File: src/rtl/sign_magnitude_addsub_pipe_if.sv
// Operand/result handshake bundle for the sign-magnitude add/sub pipeline.
interface sign_magnitude_addsub_pipe_if #(
    parameter int unsigned DATA_WIDTH = 4
);
    logic                  in_valid;
    logic                  in_ready;
    logic [DATA_WIDTH-1:0] a;
    logic [DATA_WIDTH-1:0] b;
    logic                  op_sub;
    logic                  out_valid;
    logic                  out_ready;
    logic [DATA_WIDTH:0]   sum;
    logic                  zero;

    // Operand source / result sink side
    modport master (
        output in_valid, a, b, op_sub, out_ready,
        input  in_ready, out_valid, sum, zero
    );

    // Adder side
    modport slave (
        input  in_valid, a, b, op_sub, out_ready,
        output in_ready, out_valid, sum, zero
    );
endinterface

File: src/rtl/sign_magnitude_addsub_pipe.sv
// Two-stage sign-magnitude adder/subtractor; magnitudes come from constant
// sum / |difference| tables indexed by {a_mag, b_mag}. Valid/ready with a
// single global enable so a stalled output freezes the whole pipe.
module sign_magnitude_addsub_pipe #(
    parameter int unsigned DATA_WIDTH = 4
) (
    input logic                          clk,
    input logic                          rst_n,
    sign_magnitude_addsub_pipe_if.slave  bus
);
    localparam int unsigned M         = DATA_WIDTH - 1;
    localparam int unsigned AW        = 2 * M;
    localparam int unsigned ROM_DEPTH = 1 << AW;
    localparam int unsigned MW        = M + 1;

    logic [MW-1:0] sum_rom  [ROM_DEPTH];
    logic [MW-1:0] diff_rom [ROM_DEPTH];

    // Table contents are elaboration constants derived from the entry index
    for (genvar gi = 0; gi < ROM_DEPTH; gi++) begin : g_rom
        localparam int unsigned AM = gi >> M;
        localparam int unsigned BM = gi & ((1 << M) - 1);
        assign sum_rom[gi]  = MW'(AM + BM);
        assign diff_rom[gi] = MW'((AM > BM) ? (AM - BM) : (BM - AM));
    end

    logic [M-1:0]  a_mag_c;
    logic [M-1:0]  b_mag_c;
    logic          sb_c;
    logic          ss_c;
    logic          en_c;

    logic          s1_valid_q;
    logic [AW-1:0] addr_q;
    logic          a_sign_q;
    logic          sb_q;
    logic          ss_q;
    logic          gt_q;
    logic          eq_q;

    logic [MW-1:0] mag_d;
    logic          mag_zero_d;
    logic          sign_d;

    logic          out_valid_q;
    logic [MW:0]   sum_q;
    logic          zero_q;

    // Operand decode: effective B sign folds in the subtract request
    assign a_mag_c = bus.a[M-1:0];
    assign b_mag_c = bus.b[M-1:0];
    assign sb_c    = bus.b[M] ^ bus.op_sub;
    assign ss_c    = (bus.a[M] == sb_c);
    assign en_c    = !out_valid_q || bus.out_ready;

    // Stage 1: register table address and sign-selection flags
    always_ff @(posedge clk or negedge rst_n) begin
        if (!rst_n) begin
            s1_valid_q <= 1'b0;
            addr_q     <= '0;
            a_sign_q   <= 1'b0;
            sb_q       <= 1'b0;
            ss_q       <= 1'b0;
            gt_q       <= 1'b0;
            eq_q       <= 1'b0;
        end else if (en_c) begin
            s1_valid_q <= bus.in_valid;
            addr_q     <= {a_mag_c, b_mag_c};
            a_sign_q   <= bus.a[M];
            sb_q       <= sb_c;
            ss_q       <= ss_c;
            gt_q       <= (a_mag_c > b_mag_c);
            eq_q       <= (a_mag_c == b_mag_c);
        end
    end

    // Stage 2 datapath: table lookup and sign resolution, never emitting -0
    always_comb begin
        mag_d      = '0;
        mag_zero_d = 1'b0;
        sign_d     = 1'b0;
        if (ss_q) begin
            mag_d      = sum_rom[addr_q];
            mag_zero_d = (mag_d == '0);
            sign_d     = a_sign_q;
        end else begin
            mag_d      = diff_rom[addr_q];
            mag_zero_d = eq_q;
            sign_d     = gt_q ? a_sign_q : sb_q;
        end
        if (mag_zero_d) begin
            sign_d = 1'b0;
        end
    end

    // Stage 2: result register, held while the sink stalls
    always_ff @(posedge clk or negedge rst_n) begin
        if (!rst_n) begin
            out_valid_q <= 1'b0;
            sum_q       <= '0;
            zero_q      <= 1'b0;
        end else if (en_c) begin
            out_valid_q <= s1_valid_q;
            sum_q       <= {sign_d, mag_d};
            zero_q      <= mag_zero_d;
        end
    end

    assign bus.in_ready  = en_c;
    assign bus.out_valid = out_valid_q;
    assign bus.sum       = sum_q;
    assign bus.zero      = zero_q;
endmodule

File: src/flat_wrapper.sv
// flat-port wrapper written by rule: the top's interface ports become plain ports
module sign_magnitude_addsub_pipe_flat 
#(
    parameter int unsigned DATA_WIDTH = 4
)
  (clk, rst_n, bus_in_valid, bus_a, bus_b, bus_op_sub, bus_out_ready, bus_in_ready, bus_out_valid, bus_sum, bus_zero);
  sign_magnitude_addsub_pipe_if #(.DATA_WIDTH(DATA_WIDTH)) bus_i ();
  input logic clk;
  input logic rst_n;
  input wire logic [$bits(bus_i.in_valid)-1:0] bus_in_valid;
  input wire logic [$bits(bus_i.a)-1:0] bus_a;
  input wire logic [$bits(bus_i.b)-1:0] bus_b;
  input wire logic [$bits(bus_i.op_sub)-1:0] bus_op_sub;
  input wire logic [$bits(bus_i.out_ready)-1:0] bus_out_ready;
  output wire logic [$bits(bus_i.in_ready)-1:0] bus_in_ready;
  output wire logic [$bits(bus_i.out_valid)-1:0] bus_out_valid;
  output wire logic [$bits(bus_i.sum)-1:0] bus_sum;
  output wire logic [$bits(bus_i.zero)-1:0] bus_zero;
  assign bus_i.in_valid = bus_in_valid;
  assign bus_i.a = bus_a;
  assign bus_i.b = bus_b;
  assign bus_i.op_sub = bus_op_sub;
  assign bus_i.out_ready = bus_out_ready;
  assign bus_in_ready = bus_i.in_ready;
  assign bus_out_valid = bus_i.out_valid;
  assign bus_sum = bus_i.sum;
  assign bus_zero = bus_i.zero;
  sign_magnitude_addsub_pipe #(.DATA_WIDTH(DATA_WIDTH)) u_core (.clk(clk), .rst_n(rst_n), .bus(bus_i));
endmodule
File: config.mk
export PLATFORM = sky130hd
export DESIGN_NAME = sign_magnitude_addsub_pipe_flat
export DESIGN_NICKNAME = d
export VERILOG_FILES = /design/src/rtl/sign_magnitude_addsub_pipe_if.sv /design/src/rtl/sign_magnitude_addsub_pipe.sv /design/src/flat_wrapper.sv
export SDC_FILE = /design/constraint.sdc
export NUM_CORES = 1
export LEC_CHECK = 0
export CORE_MARGIN = 4
export CORE_UTILIZATION = 40
export DETAILED_ROUTE_END_ITERATION = 8
export GPL_TIMING_DRIVEN = 0
export SYNTH_ARGS = -nofsm -noshare
export SYNTH_HDL_FRONTEND = slang
export SYNTH_SLANG_ARGS = --single-unit
File: constraint.sdc
create_clock -name clk -period 6.5 [get_ports clk]
set_input_delay 1.3 -clock clk [delete_from_list [all_inputs] [get_ports clk]]
set_output_delay 1.3 -clock clk [all_outputs]
set_load 0.05 [all_outputs]
==> impl_metrics.csv, run 1 <==
group,metric,value,unit
status,status,"finished, final reports clean",
worst_setup_path,critPathLaunchType,"input pin",
yosys,synth_edf_count,0,
clock_tree,cts_setup_buffers,0,
worst_setup_path,cp_cell_sequence,"clkdlybuf4s50_1 > nor2b_1 > inv_1 > clkbuf_1 > clkdlybuf4s50_1",
power,p_per_area,267,mW/mm2
worst_setup_path,cp-end-kind,"output pin",
routing,antenna_left,0,
worst_setup_path,path_buf_inv,4,
place,place_area,0.00159,mm2
clock_tree,cts_root_buffer,"clkbuf_4",
yosys,netlist_area,0.00134,mm2
yosys,yosysTopAreaCell,"dfrtp_1",
sta,period_needed,4.63,ns
floorplanning,die_h,65.9,um
yosys,synth_cells,156,
worst_setup_path,worstRegToRegCells,8,
grt,track_usage,15.4,%
worst_setup_path,rr_startpoint,"u_core.addr_q[2]",
worst_setup_path,startpoint,"bus_out_ready",
worst_setup_path,reg2reg_slack,4.15,ns
clock_tree,worstSkewPairLatency,0.29,ns
clock_tree,cts.clk_slew.worst_paths,0.11,ns
yosys,synth_top_cell_area_share,35.5,%
sta,post-route-period-util,71.2,%
clock_tree,h-tree-depth,1,
sta,worstMarginPinSlew,0.863,ns
worst_setup_path,path_delay_family,"buffers and inverters",
yosys,synth_warnings,0,
routing,dr.pass1.iters,4,
worst_setup_path,cp_num_cells,5,
place,gp_congestion,0.851,
sta,timing.setup.tns,0,ns
worst_hold_path,hold_class,"reg -> reg",
worst_setup_path,max_stage_delay,0.90,ns
grt,grt_pass1_wl,5250,um
grt,antenna_found_initial,0,
flow_run,drv_cap,0,
cells_and_area,postLayoutCoreUtil,51.8,%
routing,drc,0,
sta,fmax,216,MHz
place,dpl.hpwl,2340,um
place,portBuffers,20,
worst_setup_path,slowest_stage,"clkdlybuf4s50_1",
yosys,avgSynthCellArea,8.58,um2
sta,max_slew_margin,42.3,%
clock_tree,cts_resized,0,
yosys,synth_cell_types,39,
worst_hold_path,min_path_cells,2,
cells_and_area,fillers,310,
power,leakage,0.721,nW
clock_tree,cts.sinks,19,
routing,via_per_inst,5.20,
power,peakVddDrop,143,uV
worst_setup_path,cp-endpoint,"bus_in_ready",
worst_setup_path,worstPathRequired,5.20,ns
floorplanning,num_rows,20,
floorplanning,core,0.00313,mm2
worst_setup_path,critPathKind,"in -> out",
sta,slew_viol_final,0,
cells_and_area,antenna_cells,0,
routing,via_count,1164,
cells_and_area,register_area,475,um2
sta,finalHoldViolations,0,
cells_and_area,design_area,0.00162,mm2
routing,drtIter0Drc,61,
worst_setup_path,cp.arrival,3.33,ns
floorplanning,die-area,0.00434,mm2
yosys,syn-num-nets,180,
yosys,synth-main-ff-cell,"dfrtp_1",
cells_and_area,largest_register_ffs,6,
yosys,ys_ff_latch,19,
cells_and_area,syn_to_final_growth,21.0,%
worst_setup_path,cp_common_cell,"clkdlybuf4s50_1",
sta,rsz0062_at_grt,"false",
sta,worst_slack,1.87,ns
clock_tree,postCtsHoldBufs,0,
place,pre_cts_slack,1.89,ns
floorplanning,io_pins,21,
worst_setup_path,crit_fanout,10,
sta,whs,0.493,ns
grt,gr-total-overflow,0,
grt,grt_pass1_vias,1100,
worst_hold_path,hold_start,"u_core.bus.sum[2]",
cells_and_area,stdcell_count,224,
sta,finalSetupViolations,0,
worst_setup_path,r2r_end,"u_core.bus.sum[4]",
clock_tree,cts_tree,"yes",
sta,fin_skew,0.00438,ns
floorplanning,initial_core_util,42.8,%
routing,drt_wl_total,3050,um
clock_tree,cts_buffers,3,
yosys,yosys-top-cells-area,"dfrtp_1 (36%), ha_1 (10%), nand2_1 (7.6%)",
grt,grt_start_max_net_pins,20,
yosys,ys_seq_area_share,35.5,%
cells_and_area,drive_above_1_share,6.67,%
yosys,async_flop_share,100,%
floorplanning,die_x,65.9,um
cells_and_area,finish.net_count,205,
place,dpl.cell_count,220,
routing,drt-wirelength-per-cell,13.6,um
power,power,0.433,mW
cells_and_area,multi_input_area,774,um2
cells_and_area,regMostFlops,"u_core.addr_q",
clock_tree,clk_path_buf_depth,2,
-- routing by layer --
metal / part of all wire [%] / vias up / track usage, %
li1: - / 589 / -
met1: 50 / 542 / 21.4
met2: 44 / 31 / 24.4
met3: 5.6 / 2 / 3.91
met4: 0.43 / 0 / 2.33
met5: 0 / - / 0
-- layout make-up --
type                            count  share of cell area, %
Buffer                              8                   2.93
Multi-Input combinational cell    118                   47.8
Tap cell                           44                   3.40
Timing Repair Buffer               20                   12.4
Inverter                           11                   2.55
Clock buffer                        4                   1.62
Sequential cell                    19                   29.3
-- synthesized netlist by cell type, types with 2 or more instances --
cell type,n
a31oi_1,2
nor3_1,2
nor2b_1,4
buf_2,2
o221ai_1,2
nand2_1,27
buf_6,2
nand2b_1,3
a211oi_1,2
o21ai_0,14
dfrtp_1,19
ha_1,11
a21oi_1,7
mux2i_1,6
clkbuf_1,3
nand3_1,2
nor2_1,11
xor2_1,3
inv_1,11
o211ai_1,4
-- cells by family (layout without fill, tap and decap cells) --
kind of cell    count (synthesis)  in the layout  share of synthesized area, %
flops                          19             19                          35.5
compound gates                 40             40                          19.7
mux                             7              7                          5.33
buf+inv                        19             43                          6.64
simple gates                   55             55                          18.7
xor+xnor                        5              5                          3.83
fa+ha+maj                      11             11                          10.3
-- cell usage in the layout, fill, tap and decap left out, types with 4 or more instances in the layout --
cell type,synthesis,layout
nor2_1,11,11
nor2b_1,4,4
clkdlybuf4s50_1,0,20
ha_1,11,11
dfrtp_1,19,19
o21ai_0,14,14
nand2_1,27,27
mux2i_1,6,6
clkbuf_1,3,4
inv_1,11,11
o211ai_1,4,4
a21oi_1,7,7
-- where the power goes --
group          switching (mW)  total [mW]  internal (mW)  leakage (nW)
registers              0.0213       0.162          0.141         0.230
logic                   0.129       0.212         0.0830         0.477
clock network          0.0354      0.0593         0.0239        0.0150
total                   0.185       0.433          0.248         0.721
-- worst min-delay path: cells and delay by family (launching register included) --
kind               cells  cell delay, ns
and+or+nand+nor        1            0.05
DFF                    1            0.36
AOI/OAI and AO/OA      1            0.06
-- how the worst min path moves through the flow --
| stage | slack, ns | endpoint |
|---|---|---|
| 3_5_place_dp | 0.47 | u_core.bus.out_valid |
| 6_report | 0.49 | u_core.bus.sum[2] |
| 2_1_floorplan | 0.43 | u_core.s1_valid_q |
| 5_1_grt | 0.52 | u_core.bus.sum[3] |
| 4_1_cts | 0.50 | u_core.a_sign_q |
| 3_3_place_gp | 0.45 | u_core.s1_valid_q |
No activity file was read; power rests on OpenSTA's default activity.
==> run 2: changes to the inputs <==
==> constraint.sdc (replaced) <==
create_clock -name clk -period 4.51 [get_ports clk]
set_input_delay 0.902 -clock clk [delete_from_list [all_inputs] [get_ports clk]]
set_output_delay 0.902 -clock clk [all_outputs]
set_load 0.05 [all_outputs]
==> results of run 2 <==
Same layout as run 1 (identical final DEF). Status: finished, final reports clean.
Among the figures that moved: setup slack after placement 1.89 ns -> 0.698 ns; setup slack after layout 1.87 ns -> 0.681 ns; register-to-register setup slack 4.15 ns -> 2.16 ns; total power 0.433 mW -> 0.625 mW; worst IR drop on VDD 143 uV -> 206 uV
